--- config.mk ---
export PLATFORM = sky130hd
export DESIGN_NAME = axil_cmd_master
export DESIGN_NICKNAME = d
export VERILOG_FILES = /design/src/rtl/axil_cmd_master.sv
export SDC_FILE = /design/constraint.sdc
export NUM_CORES = 1
export LEC_CHECK = 0
export CAP_MARGIN = 20
export CORE_MARGIN = 4
export CORE_UTILIZATION = 36
export DETAILED_ROUTE_END_ITERATION = 12
export HOLD_SLACK_MARGIN = 0.05
export PLACE_DENSITY_LB_ADDON = 0.08
export SETUP_SLACK_MARGIN = 0.4
export SLEW_MARGIN = 10
export SYNTH_ARGS = -nofsm -noshare
export SYNTH_HDL_FRONTEND = slang
export SYNTH_SLANG_ARGS = --single-unit
--- constraint.sdc ---
create_clock -name i_axi_aclk_100MHZ -period 2.2 [get_ports i_axi_aclk_100MHZ]
set_input_delay 0.55 -clock i_axi_aclk_100MHZ [delete_from_list [all_inputs] [get_ports i_axi_aclk_100MHZ]]
set_output_delay 0.55 -clock i_axi_aclk_100MHZ [all_outputs]
set_load 0.02 [all_outputs]
--- src/rtl/axil_cmd_master.sv ---
// AXI4-Lite master command engine: queues read/write commands and runs them one at a time on the bus.
// Optional per-transaction watchdog enabled by defining AXIL_CMD_TIMEOUT_EN.
module axil_cmd_master #(
  parameter int ADDR_W      = 4,
  parameter int DATA_W      = 32,
  parameter int CMD_DEPTH   = 4,
  parameter int TIMEOUT_CYC = 255
) (
  input  logic                           i_axi_aclk_100MHZ,
  input  logic                           i_axi_rst,
  input  logic                           i_cmd_valid,
  output logic                           o_cmd_ready,
  input  logic                           i_cmd_write,
  input  logic [ADDR_W-1:0]              i_cmd_addr,
  input  logic [DATA_W-1:0]              i_cmd_wdata,
  input  logic [DATA_W/8-1:0]            i_cmd_wstrb,
  output logic                           o_rsp_valid,
  input  logic                           i_rsp_ready,
  output logic                           o_rsp_write,
  output logic [DATA_W-1:0]              o_rsp_rdata,
  output logic [1:0]                     o_rsp_resp,
  output logic                           o_rsp_timeout,
  output logic [$clog2(CMD_DEPTH):0]     o_cmd_count,
  output logic                           o_busy,
  output logic [ADDR_W-1:0]              o_axi_awaddr,
  output logic                           o_axi_awvalid,
  input  logic                           i_axi_awready,
  output logic [DATA_W-1:0]              o_axi_wdata,
  output logic [DATA_W/8-1:0]            o_axi_wstrb,
  output logic                           o_axi_wvalid,
  input  logic                           i_axi_wready,
  input  logic                           i_axi_bvalid,
  input  logic [1:0]                     i_axi_bresp,
  output logic                           o_axi_bready,
  output logic [ADDR_W-1:0]              o_axi_araddr,
  output logic                           o_axi_arvalid,
  input  logic                           i_axi_arready,
  input  logic [DATA_W-1:0]              i_axi_rdata,
  input  logic [1:0]                     i_axi_rresp,
  input  logic                           i_axi_rvalid,
  output logic                           o_axi_rready
);

  localparam int STRB_W = DATA_W / 8;
  localparam int PTR_W  = $clog2(CMD_DEPTH);
  localparam int CNT_W  = PTR_W + 1;
  localparam int ENT_W  = 1 + ADDR_W + DATA_W + STRB_W;

  if (!(DATA_W == 32 || DATA_W == 64)) begin : g_bad_data_w
    $error("DATA_W must be 32 or 64");
  end
  if (CMD_DEPTH < 2 || (CMD_DEPTH & (CMD_DEPTH - 1)) != 0) begin : g_bad_depth
    $error("CMD_DEPTH must be a power of two >= 2");
  end
  if (TIMEOUT_CYC < 1) begin : g_bad_tmo
    $error("TIMEOUT_CYC must be >= 1");
  end

  typedef enum logic [2:0] {IDLE, WR_AW_W, WR_B, RD_AR, RD_R, RSP} state_t;
  state_t state, state_nxt;

  logic [ENT_W-1:0] fifo_mem [CMD_DEPTH];
  logic [PTR_W-1:0] wr_ptr, rd_ptr;
  logic [CNT_W-1:0] count, count_nxt;
  logic             cmd_ready_q;
  logic             push, pop;
  logic [ENT_W-1:0] head;

  logic awvalid_q, wvalid_q, bready_q, arvalid_q, rready_q;
  logic aw_done, w_done;
  logic [ADDR_W-1:0] addr_q;
  logic [DATA_W-1:0] wdata_q;
  logic [STRB_W-1:0] wstrb_q;
  logic rsp_valid_q, rsp_write_q, rsp_timeout_q;
  logic [DATA_W-1:0] rsp_rdata_q;
  logic [1:0] rsp_resp_q;
  logic aw_fire, w_fire, b_fire, ar_fire, r_fire, rsp_fire;
  logic tmo_hit, tmo_exit;

  assign push = i_cmd_valid && cmd_ready_q;
  assign pop  = (state == IDLE) && (count != '0);
  assign head = fifo_mem[rd_ptr];

  always_comb begin
    count_nxt = count;
    if (push && !pop)      count_nxt = count + CNT_W'(1);
    else if (!push && pop) count_nxt = count - CNT_W'(1);
  end

  // Ready is registered from the next occupancy, so a full FIFO never accepts even while popping.
  always_ff @(posedge i_axi_aclk_100MHZ) begin
    if (i_axi_rst) begin
      wr_ptr      <= '0;
      rd_ptr      <= '0;
      count       <= '0;
      cmd_ready_q <= 1'b0;
    end else begin
      if (push) wr_ptr <= wr_ptr + PTR_W'(1);
      if (pop)  rd_ptr <= rd_ptr + PTR_W'(1);
      count       <= count_nxt;
      cmd_ready_q <= (count_nxt != CNT_W'(CMD_DEPTH));
    end
  end

  always_ff @(posedge i_axi_aclk_100MHZ) begin
    if (push) fifo_mem[wr_ptr] <= {i_cmd_write, i_cmd_addr, i_cmd_wdata, i_cmd_wstrb};
  end

  assign aw_fire  = awvalid_q && i_axi_awready;
  assign w_fire   = wvalid_q && i_axi_wready;
  assign b_fire   = bready_q && i_axi_bvalid;
  assign ar_fire  = arvalid_q && i_axi_arready;
  assign r_fire   = rready_q && i_axi_rvalid;
  assign rsp_fire = rsp_valid_q && i_rsp_ready;

`ifdef AXIL_CMD_TIMEOUT_EN
  localparam int TMO_W = $clog2(TIMEOUT_CYC + 1);
  logic [TMO_W-1:0] tmo_cnt;

  // Saturates at the limit so a handshake that wins the race cannot wrap the counter.
  always_ff @(posedge i_axi_aclk_100MHZ) begin
    if (i_axi_rst || state == IDLE) begin
      tmo_cnt <= '0;
    end else if (state != RSP && tmo_cnt != TMO_W'(TIMEOUT_CYC)) begin
      tmo_cnt <= tmo_cnt + TMO_W'(1);
    end
  end

  assign tmo_hit = (state != IDLE) && (state != RSP) && (tmo_cnt == TMO_W'(TIMEOUT_CYC));
`else
  assign tmo_hit = 1'b0;
`endif

  always_ff @(posedge i_axi_aclk_100MHZ) begin
    if (i_axi_rst) state <= IDLE;
    else           state <= state_nxt;
  end

  always_comb begin
    state_nxt = state;
    tmo_exit  = 1'b0;
    case (state)
      IDLE:    if (pop) state_nxt = head[ENT_W-1] ? WR_AW_W : RD_AR;
      WR_AW_W: begin
        if ((aw_done || aw_fire) && (w_done || w_fire)) begin
          state_nxt = WR_B;
        end else if (tmo_hit && !aw_fire && !w_fire) begin
          state_nxt = RSP;
          tmo_exit  = 1'b1;
        end
      end
      WR_B: begin
        if (b_fire)       state_nxt = RSP;
        else if (tmo_hit) begin state_nxt = RSP; tmo_exit = 1'b1; end
      end
      RD_AR: begin
        if (ar_fire)      state_nxt = RD_R;
        else if (tmo_hit) begin state_nxt = RSP; tmo_exit = 1'b1; end
      end
      RD_R: begin
        if (r_fire)       state_nxt = RSP;
        else if (tmo_hit) begin state_nxt = RSP; tmo_exit = 1'b1; end
      end
      RSP:     if (rsp_fire) state_nxt = IDLE;
      default: state_nxt = IDLE;
    endcase
  end

  // Request valids launch the cycle after the command is latched; B/R readies assert on entry.
  always_ff @(posedge i_axi_aclk_100MHZ) begin
    if (i_axi_rst) begin
      awvalid_q     <= 1'b0;
      wvalid_q      <= 1'b0;
      bready_q      <= 1'b0;
      arvalid_q     <= 1'b0;
      rready_q      <= 1'b0;
      aw_done       <= 1'b0;
      w_done        <= 1'b0;
      addr_q        <= '0;
      wdata_q       <= '0;
      wstrb_q       <= '0;
      rsp_valid_q   <= 1'b0;
      rsp_write_q   <= 1'b0;
      rsp_rdata_q   <= '0;
      rsp_resp_q    <= 2'b00;
      rsp_timeout_q <= 1'b0;
    end else begin
      awvalid_q   <= (state == WR_AW_W) && (state_nxt == WR_AW_W) && !aw_done && !aw_fire;
      wvalid_q    <= (state == WR_AW_W) && (state_nxt == WR_AW_W) && !w_done && !w_fire;
      arvalid_q   <= (state == RD_AR) && (state_nxt == RD_AR);
      bready_q    <= (state_nxt == WR_B);
      rready_q    <= (state_nxt == RD_R);
      rsp_valid_q <= (state == RSP) && !rsp_fire;
      if (pop) begin
        addr_q        <= head[ENT_W-2 -: ADDR_W];
        wdata_q       <= head[STRB_W +: DATA_W];
        wstrb_q       <= head[STRB_W-1:0];
        aw_done       <= 1'b0;
        w_done        <= 1'b0;
        rsp_write_q   <= head[ENT_W-1];
        rsp_rdata_q   <= '0;
        rsp_resp_q    <= 2'b00;
        rsp_timeout_q <= 1'b0;
      end else begin
        if (aw_fire) aw_done <= 1'b1;
        if (w_fire)  w_done  <= 1'b1;
      end
      if (b_fire) rsp_resp_q <= i_axi_bresp;
      if (r_fire) begin
        rsp_rdata_q <= i_axi_rdata;
        rsp_resp_q  <= i_axi_rresp;
      end
      if (tmo_exit) begin
        rsp_resp_q    <= 2'b10;
        rsp_timeout_q <= 1'b1;
        rsp_rdata_q   <= '0;
      end
    end
  end

  assign o_cmd_ready   = cmd_ready_q;
  assign o_cmd_count   = count;
  assign o_busy        = (state != IDLE) || (count != '0);
  assign o_axi_awaddr  = addr_q;
  assign o_axi_awvalid = awvalid_q;
  assign o_axi_wdata   = wdata_q;
  assign o_axi_wstrb   = wstrb_q;
  assign o_axi_wvalid  = wvalid_q;
  assign o_axi_bready  = bready_q;
  assign o_axi_araddr  = addr_q;
  assign o_axi_arvalid = arvalid_q;
  assign o_axi_rready  = rready_q;
  assign o_rsp_valid   = rsp_valid_q;
  assign o_rsp_write   = rsp_write_q;
  assign o_rsp_rdata   = rsp_rdata_q;
  assign o_rsp_resp    = rsp_resp_q;
  assign o_rsp_timeout = rsp_timeout_q;

endmodule

==> key figures <==
Status
  – Outcome: complete, no violations

GRT
  – Initial antenna violation count: 0
  – Largest net degree at the start of global routing: 67
  – Vias in the first global route: between 6,000 and 7,000
  – Grt total ovfl: 0
  – Overall routing resource usage: 14.72%
  – First-pass GRT wire length: between 30,000 and 40,000 um

Clock network
  – CTS tree: done
  – H-tree levels: 1
  – Num CTS Buffers: 28
  – Cts hold-fix bufs: 0
  – Worst skew pair latency: about 530 ps
  – Worst-path clk slew: approximately 60 ps
  – Root Driver: clkbuf_16
  – CTS sink count: 260
  – Maximum clock path buffer count: 3

Floorplanning
  – Die Height: between 150 and 200 um
  – Std-Cell Rows: 59
  – Die area: 29,530 um^2
  – Initial core utilization: about 37%
  – Die Wd: 171.9 um
  – Ports: around 180
  – Placeable Area: 26,210 um^2

Place
  – Setup WS pre-CTS: about 29 ps
  – Placed Instances: around 1,200
  – Port Buf Inserts: 175
  – DP Wirelength: 14,780 um
  – RD Place Congestion: 0.8102

Drt
  – # DRC: 0
  – Number of routed nets with antenna violations: 0
  – Post-Route WL: between 20,000 and 25,000 um
  – Starting DRC count in detailed routing: between 300 and 400
  – DR pass1 iterations: 5
  – WL/cell: around 18 um
  – Via/cell ratio: a little under 5
  – Vias: a little over 6,000

Critical path
  – Crit Path Class: flop to output pin
  – Worst endpoint required time: approximately 1700 ps
  – Startpoint types: flop
  – CP max stage delay: 330 ps
  – Crit-path max FO: 3
  – Bufs and invs on worst path: 2
  – CP Capture Type: output pin
  – CP top delay family: flip-flops
  – Slowest-stage cell, CP: dfxtp_2
  – Crit-path cells: inv_4, ha_4, nor2b_4, nand2_2, buf_6
  – WP data arrival: 1360 ps
  – Worst reg2reg setup slack: about 520 ps

Logic synthesis
  – Synthesized instance count: slightly below 700
  – Synth warn: 0
  – Syn_nets: between 700 and 800
  – Synthesized area: 9666 um^2
  – Post-synth ARST share: 0%
  – Count leader, synth: edfxtp_1
  – Sequential element share of the synthesized area: a little under three quarters
  – EDFF count, synth: 164
  – Syn_area_per_cell: approximately 14 um^2
  – Top_reg_cell synth: edfxtp_1
  – Top post-synthesis cells by area: edfxtp_1 (51%), dfxtp_1 (20%), mux4_2 (9.6%)
  – Cell variety after synth: 50
  – Cell taking the most area after synthesis: edfxtp_1
  – Synth top area share: between 50% and 60%
  – Synth top cells by count: edfxtp_1 (164), nand2_1 (123), dfxtp_1 (96), a21oi_1 (78)
  – Synthesis-stage register bit count: 260

Timing
  – Maximum clock rate: 522.4 MHz
  – Slew Limit Fails: 0
  – Skew final: between 10 and 15 ps
  – Slew @ Worst Pin: 708.6 ps
  – Hold Fails Final Rpt: 0
  – Setup tns final: 0 ps
  – RSZ-0062 raised after global routing: true
  – Period utilization: between 80% and 90%
  – PnR worst setup slack: about 290 ps
  – Rel. slew slack: ~53%
  – Period minus WS final: between 1500 and 2000 ps
  – Final setup vio count: 0

Final layout
  – Layout cell share with drive strength beyond 1: 19.87%
  – Antenna diodes: 0
  – Final Non-Filler Cells: 1,226
  – Area Overhead vs Synth: 34.55%
  – Nets: 963
  – Fill count: between 2,000 and 2,500

Job
  – MaxCap Viol Count: 0

Min path
  – Worst min path class: input pin to flop

Pwr
  – Maximum vdd drop: about 0.8 mV
  – Power Dens Cells: 1244 nW/um^2
  – Leak Pwr: around 4.5 nW
layer usage:
metal	vias to the layer above	global-route usage, %	share of wire [%]
met5	-	0	0
met4	0	3.349	1.6
met3	36	3.224	6.8
met2	194	24.96	48
met1	2959	19.60	44
li1	2889	-	-
cell type report:
| class | count | area (um^2) | area share [%] |
|---|---|---|---|
| Sequential cell | 260 | 6862 | 52.76 |
| Multi-Input combinational cell | 359 | 2618 | 20.13 |
| Timing Repair Buffer | 214 | 2071 | 15.92 |
| Clock buffer | 40 | 869.6 | 6.687 |
| Tap cell | 335 | 419.2 | 3.223 |
| Clock inverter | 11 | 137.6 | 1.058 |
| Inverter | 7 | 28.78 | 0.2213 |
worst register-to-register path, stage by stage, from the launching register on:
cell      delay [ps]
dfxtp_2          350
inv_4             50
ha_4             150
buf_4            120
nand2b_1         250
nand2_8          230
buf_12           250
nand2_1           80
a21oi_1           60
per-stage QoR:
stage,cell area [um^2],total power (W),utilization [%],hold slack [ps]
after floorplan,9671,0.009380,-,484.7
after global placement,11960,0.01143,45.63,444.3
after detailed placement,11960,0.01150,45.63,447.7
after CTS,12880,0.01625,49.16,393.4
after global routing,13010,0.01715,49.63,418.1
final,13010,0.01618,49.63,419.9
final timing paths:
kind / startpoint / cells past startpoint / end
worst max register to register: o_cmd_count[1] / 8 / o_axi_wdata[30]
worst min-delay path: i_axi_rst / 2 / o_axi_wdata[7]
worst min register to register: o_axi_wdata[16] / 2 / o_axi_wdata[16]
worst max-delay path: o_cmd_count[1] / 5 / o_busy
sequential cells by signal (all words and copies together) (netlist names), named ones only:
name	cells
o_axi_wstrb	4
rd_ptr	2
o_rsp_rdata	32
o_axi_rready	1
o_axi_awvalid	1
wr_ptr	2
w_done	1
fifo_mem	164
aw_done	1
o_axi_wvalid	1
o_rsp_write	1
o_axi_arvalid	1
o_axi_bready	1
o_rsp_valid	1
o_axi_wdata	32
state	3
o_axi_araddr	4
o_cmd_count	3
o_cmd_ready	1
o_rsp_resp	2
power breakdown:
group / switching [W] / internal (W) / leakage, nW / total (W)
Combinational: 0.00275 / 0.00211 / 1.77 / 0.00486
Sequential: 0.000428 / 0.00597 / 2.28 / 0.00640
Clock: 0.00183 / 0.00309 / 0.493 / 0.00492
cell usage in the layout, fill, tap and decap left out, types with 15 or more instances in the layout:
cell             count
a21oi_1             78
buf_4               28
clkbuf_16           31
clkbuf_2            15
clkdlybuf4s15_1     47
clkdlybuf4s50_1     84
dfxtp_1             88
dlygate4sd2_1       20
edfxtp_1           164
mux4_2              41
nand2_1            121
nand3_1             41
kinds of logic after synthesis:
group | share of synthesized area (%)
compound gates | 5.631
xor+xnor | 0.2719
fa+ha+maj | 0.9061
buf+inv | 2.667
flops | 70.83
mux | 9.657
other cells | 0.03880
simple gates | 9.994
timing repair:
item	CTS	global route
endpoints found under the setup margin	93	94
buffers inserted	2	12
pin swaps	0	2
resized for setup	129	81
Note: power is estimated with default switching activity, not from simulation.
